## src/rtl/uart_pixel_assembler.sv

```systemverilog
`default_nettype none
// ==========================================================================
// uart_pixel_assembler : packs UART bytes R,G,B into 24-bit frame RAM writes.
// Optional inter-byte timeout compiled in with `define RX_TIMEOUT_EN.  Rev 1.0
// ==========================================================================
module uart_pixel_assembler #(
  parameter int IMG_W       = 240,
  parameter int IMG_H       = 170,
  parameter int TIMEOUT_CYC = 100000,
  localparam int NPIX       = IMG_W * IMG_H,
  localparam int CNT_W      = (NPIX > 1) ? $clog2(NPIX) : 1
) (
  input  logic             clk,
  input  logic             reset,       // active low, asynchronous assert
  input  logic [7:0]       rx_data,
  input  logic             rx_done,
  output logic [23:0]      pixel_data,
  output logic             pixel_done,
  output logic [CNT_W-1:0] pixel_cnt,
  output logic             frame_done,
  output logic             busy,
  output logic             rx_timeout
);

  typedef enum logic [1:0] {
    PH_R = 2'd0,
    PH_G = 2'd1,
    PH_B = 2'd2
  } phase_t;

  phase_t     phase, phase_next;
  logic [7:0] r_byte, g_byte;
  logic       timeout_hit;

`ifdef RX_TIMEOUT_EN
  localparam int TO_W = $clog2(TIMEOUT_CYC + 1);
  logic [TO_W-1:0] to_cnt;

  // Counts idle cycles only while a pixel is partially received.
  always_ff @(posedge clk or negedge reset) begin
    if (!reset)
      to_cnt <= '0;
    else if (rx_done || phase == PH_R || timeout_hit)
      to_cnt <= '0;
    else
      to_cnt <= to_cnt + 1'b1;
  end

  assign timeout_hit = (phase != PH_R) && !rx_done &&
                       (to_cnt == TO_W'(TIMEOUT_CYC - 1));
`else
  // Timeout compiled out; the comparison keeps TIMEOUT_CYC referenced.
  assign timeout_hit = (TIMEOUT_CYC < 0);
`endif

  always_ff @(posedge clk or negedge reset) begin
    if (!reset)
      phase <= PH_R;
    else
      phase <= phase_next;
  end

  always_comb begin
    phase_next = phase;
    if (timeout_hit) begin
      phase_next = PH_R;
    end else if (rx_done) begin
      case (phase)
        PH_R:    phase_next = PH_G;
        PH_G:    phase_next = PH_B;
        default: phase_next = PH_R;
      endcase
    end
  end

  always_ff @(posedge clk or negedge reset) begin
    if (!reset) begin
      r_byte     <= '0;
      g_byte     <= '0;
      pixel_data <= '0;
      pixel_done <= 1'b0;
      pixel_cnt  <= '0;
      frame_done <= 1'b0;
      busy       <= 1'b0;
      rx_timeout <= 1'b0;
    end else begin
      pixel_done <= 1'b0;
      frame_done <= 1'b0;
      rx_timeout <= timeout_hit;

      if (rx_done) begin
        case (phase)
          PH_R: r_byte <= rx_data;
          PH_G: g_byte <= rx_data;
          PH_B: begin
            pixel_data <= {r_byte, g_byte, rx_data};
            pixel_done <= 1'b1;
          end
          default: ;
        endcase
      end

      // Address advances the cycle after its write; wraps with frame_done.
      if (pixel_done) begin
        if (pixel_cnt == CNT_W'(NPIX - 1)) begin
          pixel_cnt  <= '0;
          frame_done <= 1'b1;
          busy       <= 1'b0;
        end else begin
          pixel_cnt <= pixel_cnt + 1'b1;
        end
      end

      // A new frame's first R byte wins over the end-of-frame clear.
      if (rx_done && phase == PH_R)
        busy <= 1'b1;
    end
  end

endmodule
`default_nettype wire

```

## config.mk

```make
export PLATFORM = sky130hd
export DESIGN_NAME = uart_pixel_assembler
export DESIGN_NICKNAME = d
export VERILOG_FILES = /design/src/rtl/uart_pixel_assembler.sv
export SDC_FILE = /design/constraint.sdc
export NUM_CORES = 1
export LEC_CHECK = 0
export BUFFER_PORTS_ARGS = -buffer_cell sky130_fd_sc_hd__buf_2
export CAP_MARGIN = 20
export CORE_ASPECT_RATIO = 0.9
export CORE_MARGIN = 2
export CORE_UTILIZATION = 38
export CTS_CLUSTER_SIZE = 25
export DETAILED_ROUTE_END_ITERATION = 8
export SYNTH_ARGS = -nofsm -noshare
export SYNTH_HDL_FRONTEND = slang
export SYNTH_SLANG_ARGS = --single-unit
```

## constraint.sdc

```tcl
create_clock -name clk -period 3.3 [get_ports clk]
set_input_delay 0.66 -clock clk [delete_from_list [all_inputs] [get_ports clk]]
set_output_delay 0.66 -clock clk [all_outputs]
set_load 0.01 [all_outputs]
```

==> key figures <==
Die
  • Core Rows: 28
  • Die W: 90.6 µm
  • Die Area: 7430 µm²
  • Die H: 82.0 µm
  • Starting density of the core: 39.2%
  • Core area: 6550 µm²
  • Ports: 55

Yosys
  • Distinct cells, synth: 33
  • Seq/Total Area, Yosys: 59.5%
  • Synthesized cell area: 2570 µm²
  • Yosys reg bits: 61
  • Syn_area_per_cell: 14.0 µm²
  • Syn Inst Count: 183
  • Yosys warns: 0
  • Syn nets: 195

Routing
  • DRC viols: 0
  • Initial drt markers: 50
  • Vias: 1590
  • DR WL/cell: 13.9 µm
  • Antenna viol nets, final: 0
  • Average via count per standard cell: 4.70
  • DRT Pass-1 Iters: 4
  • Final WL: 4710 µm

CTS
  • H-tree levels: 3
  • CTS buffer count: 9
  • CTS Sinks: 61
  • CTS tree: done
  • Clock slew at reported path FFs: 0.07 ns
  • # Post-CTS Setup Buffers: 0
  • Skew-Pair Late Insertion Delay: 0.33 ns
  • Resized Gates After CTS: 0
  • Root Buffer: clkbuf_8
  • Clock Path Buffers: 2
  • Hold-fix buffer count after cts: 0

STA
  • Setup_tns: 0 ns
  • Final setup violation count: 0
  • Unrepaired setup endpoints after global routing: no
  • Endpoints failing hold: 0
  • Fin crit share: 52.0%
  • Fmax achieved: 583 MHz
  • Worst setup margin: 1.58 ns
  • Rel. slew slack: 43.8%
  • Setup Skew: 0.00588 ns
  • Worst-Margin Slew: 0.838 ns
  • WHS: 0.253 ns
  • Min cycle time layout: 1.72 ns
  • Max Slew Vio Count: 0

Power and ir drop
  • Flop pwr share: 43.3%
  • Switch share: 27.0%
  • Cell internal power dissipation: 2030 µW
  • Power per cell area: 882 nW/µm²
  • Maximum VDD drop: 428 µV
  • Logic pwr share: 27.7%
  • Leakage: 0.00156 µW
  • Net Sw Power: 753 µW
  • Final Power: 2790 µW
  • Clock power share: 29.0%

Critical path
  • CP Class: flip-flop to flip-flop
  • Crit-path max FO: 7
  • RR Startpoint: pixel_cnt[0]$_DFFE_PN0P_
  • Delay of the slowest cell on the worst path: 0.43 ns
  • Max stage delay cell, worst path: dfrtp_1
  • Worst Setup Start Kind: flip-flop
  • CP Data Required Time: 3.50 ns
  • Critical path startpoint: pixel_cnt[0]$_DFFE_PN0P_
  • Worst setup EP type: flip-flop
  • Worst EP arrival: 1.91 ns
  • Crit-path cells: ha_1 -> nand4_2 -> nor4_1 -> xnor2_1 -> nor2_1

Finish
  • Commonest non-fill, non-tap cell in the layout: dfrtp_1
  • Commonest non-fill, non-tap cells in the layout: dfrtp_1 (61), buf_2 (53), mux2_2 (21), mux2_4 (19), clkbuf_8 (11)
  • Layout Nets: 256
  • Design area: 3160 µm²
  • Area grow syn2layout: 23.0%
  • Fill cells: 621
  • Ant. Diodes: 0
  • Layout cell share with drive strength beyond 1: 47.2%

Min path
  • Hold Path Class: input port to asynchronous set/reset pin

GRT
  • First-pass GRT wire length: 7820 µm
  • Largest net degree at the start of global routing: 25
  • Gr ovfl total: 0
  • Total global-route track usage: 13.9%
  • Initial antenna violation count: 0
  • Vias in the first global route: 1526

Placed design
  • DP Worst Slack: 1.27 ns
  • Final HPWL DP: 3240 µm
  • IO buf count: 53
  • GPL Wtd Cong: 0.769
  • DP Area: 2910 µm²

Status
  • Outcome: completed

Run
  • Max cap viols: 0
==> power groups by stage <==
stage | registers [µW] | clock network, µW | logic, µW
final | 1210 | 808 | 771
after global routing | 1250 | 871 | 835
after CTS | 1210 | 836 | 786
after detailed placement | 1220 | 0 | 784
after global placement | 1220 | 0 | 766
after floorplan | 1270 | 0 | 461
==> layout make-up <==
cell class	count	area, µm²	share of cell area [%]
Sequential cell	61	1530	48.3
Multi-Input combinational cell	111	966	30.6
Timing Repair Buffer	56	288	9.11
Clock buffer	11	151	4.79
Tap cell	90	113	3.57
Clock inverter	4	95.1	3.01
Inverter	5	18.8	0.594
==> logic make-up after synthesis <==
logic type	synth area share (%)
AO/OA/AOI/OAI	2.19
XOR/XNOR	3.75
adder cells (fa/ha/maj)	0.487
buffers and inverters	2.92
flip-flops	59.5
multiplexers	20.7
other	0.146
AND/OR/NAND/NOR	10.3
==> synthesized netlist by cell type (all sizes together) <==
| cell type | number | share of area, % |
|---|---|---|
| a21o | 1 | 0.29 |
| a21oi | 2 | 0.39 |
| and3 | 1 | 0.24 |
| and4 | 3 | 1.1 |
| and4bb | 1 | 0.49 |
| buf | 6 | 2.2 |
| conb | 1 | 0.15 |
| dfrtp | 61 | 59 |
| ha | 1 | 0.49 |
| inv | 5 | 0.73 |
| mux2 | 40 | 20 |
| mux2i | 1 | 0.39 |
| nand2 | 9 | 1.3 |
| nand2b | 3 | 0.73 |
| nand3 | 6 | 1.2 |
| nand4 | 6 | 1.7 |
| nor2 | 11 | 1.7 |
| nor3 | 2 | 0.58 |
| nor3b | 1 | 0.29 |
| nor4 | 1 | 0.24 |
| o211ai | 1 | 0.29 |
| o21ai | 5 | 0.97 |
| o22ai | 1 | 0.24 |
| or3 | 3 | 0.73 |
| xnor2 | 8 | 2.7 |
| xor2 | 3 | 1.0 |
==> routing by layer <==
metal  global-route usage, %  wire length (µm)  up-vias  part of all wire [%]
met2                    20.8              2110       46                    45
met5                       0                 0        -                     0
met4                    6.00                34        0                  0.72
met3                    5.05               251        2                   5.3
met1                    18.3              2310      781                    49
li1                        -                 -      761                     -
==> through the flow <==
step	std cells	util, %
2_1_floorplan	183	-
3_3_place_gp	323	44.4
3_5_place_dp	323	44.4
4_1_cts	338	48.2
5_1_grt	338	48.2
6_report	338	48.2
==> sequential cells by signal, summed over array words and instances, names as in the netlist <==
register    cells
busy            1
frame_done      1
g_byte          8
r_byte          8
pixel_done      1
phase           2
pixel_data     24
pixel_cnt      16
==> critical path, delay by kind of cell (launching register included) <==
kind                       cells  cell delay [ns]
xor gates and xnor gates       1             0.16
adders and majority gates      1             0.27
DFF                            1             0.43
and+or+nand+nor                3             0.73
==> worst paths after layout <==
path,endpoint,slack (ns),cells after the start
max reg2reg,pixel_cnt[12]$_DFFE_PN0P_,1.58,5
min,pixel_data[10]$_DFFE_PN0P_,0.25,1
min reg2reg,pixel_data[17]$_DFFE_PN0P_,0.49,1
min in group clk,pixel_data[17]$_DFFE_PN0P_,0.49,1
max,pixel_cnt[12]$_DFFE_PN0P_,1.58,5
max in group asynchronous,pixel_cnt[15]$_DFFE_PN0P_,2.38,2
Power figures use the tool's default switching activity.
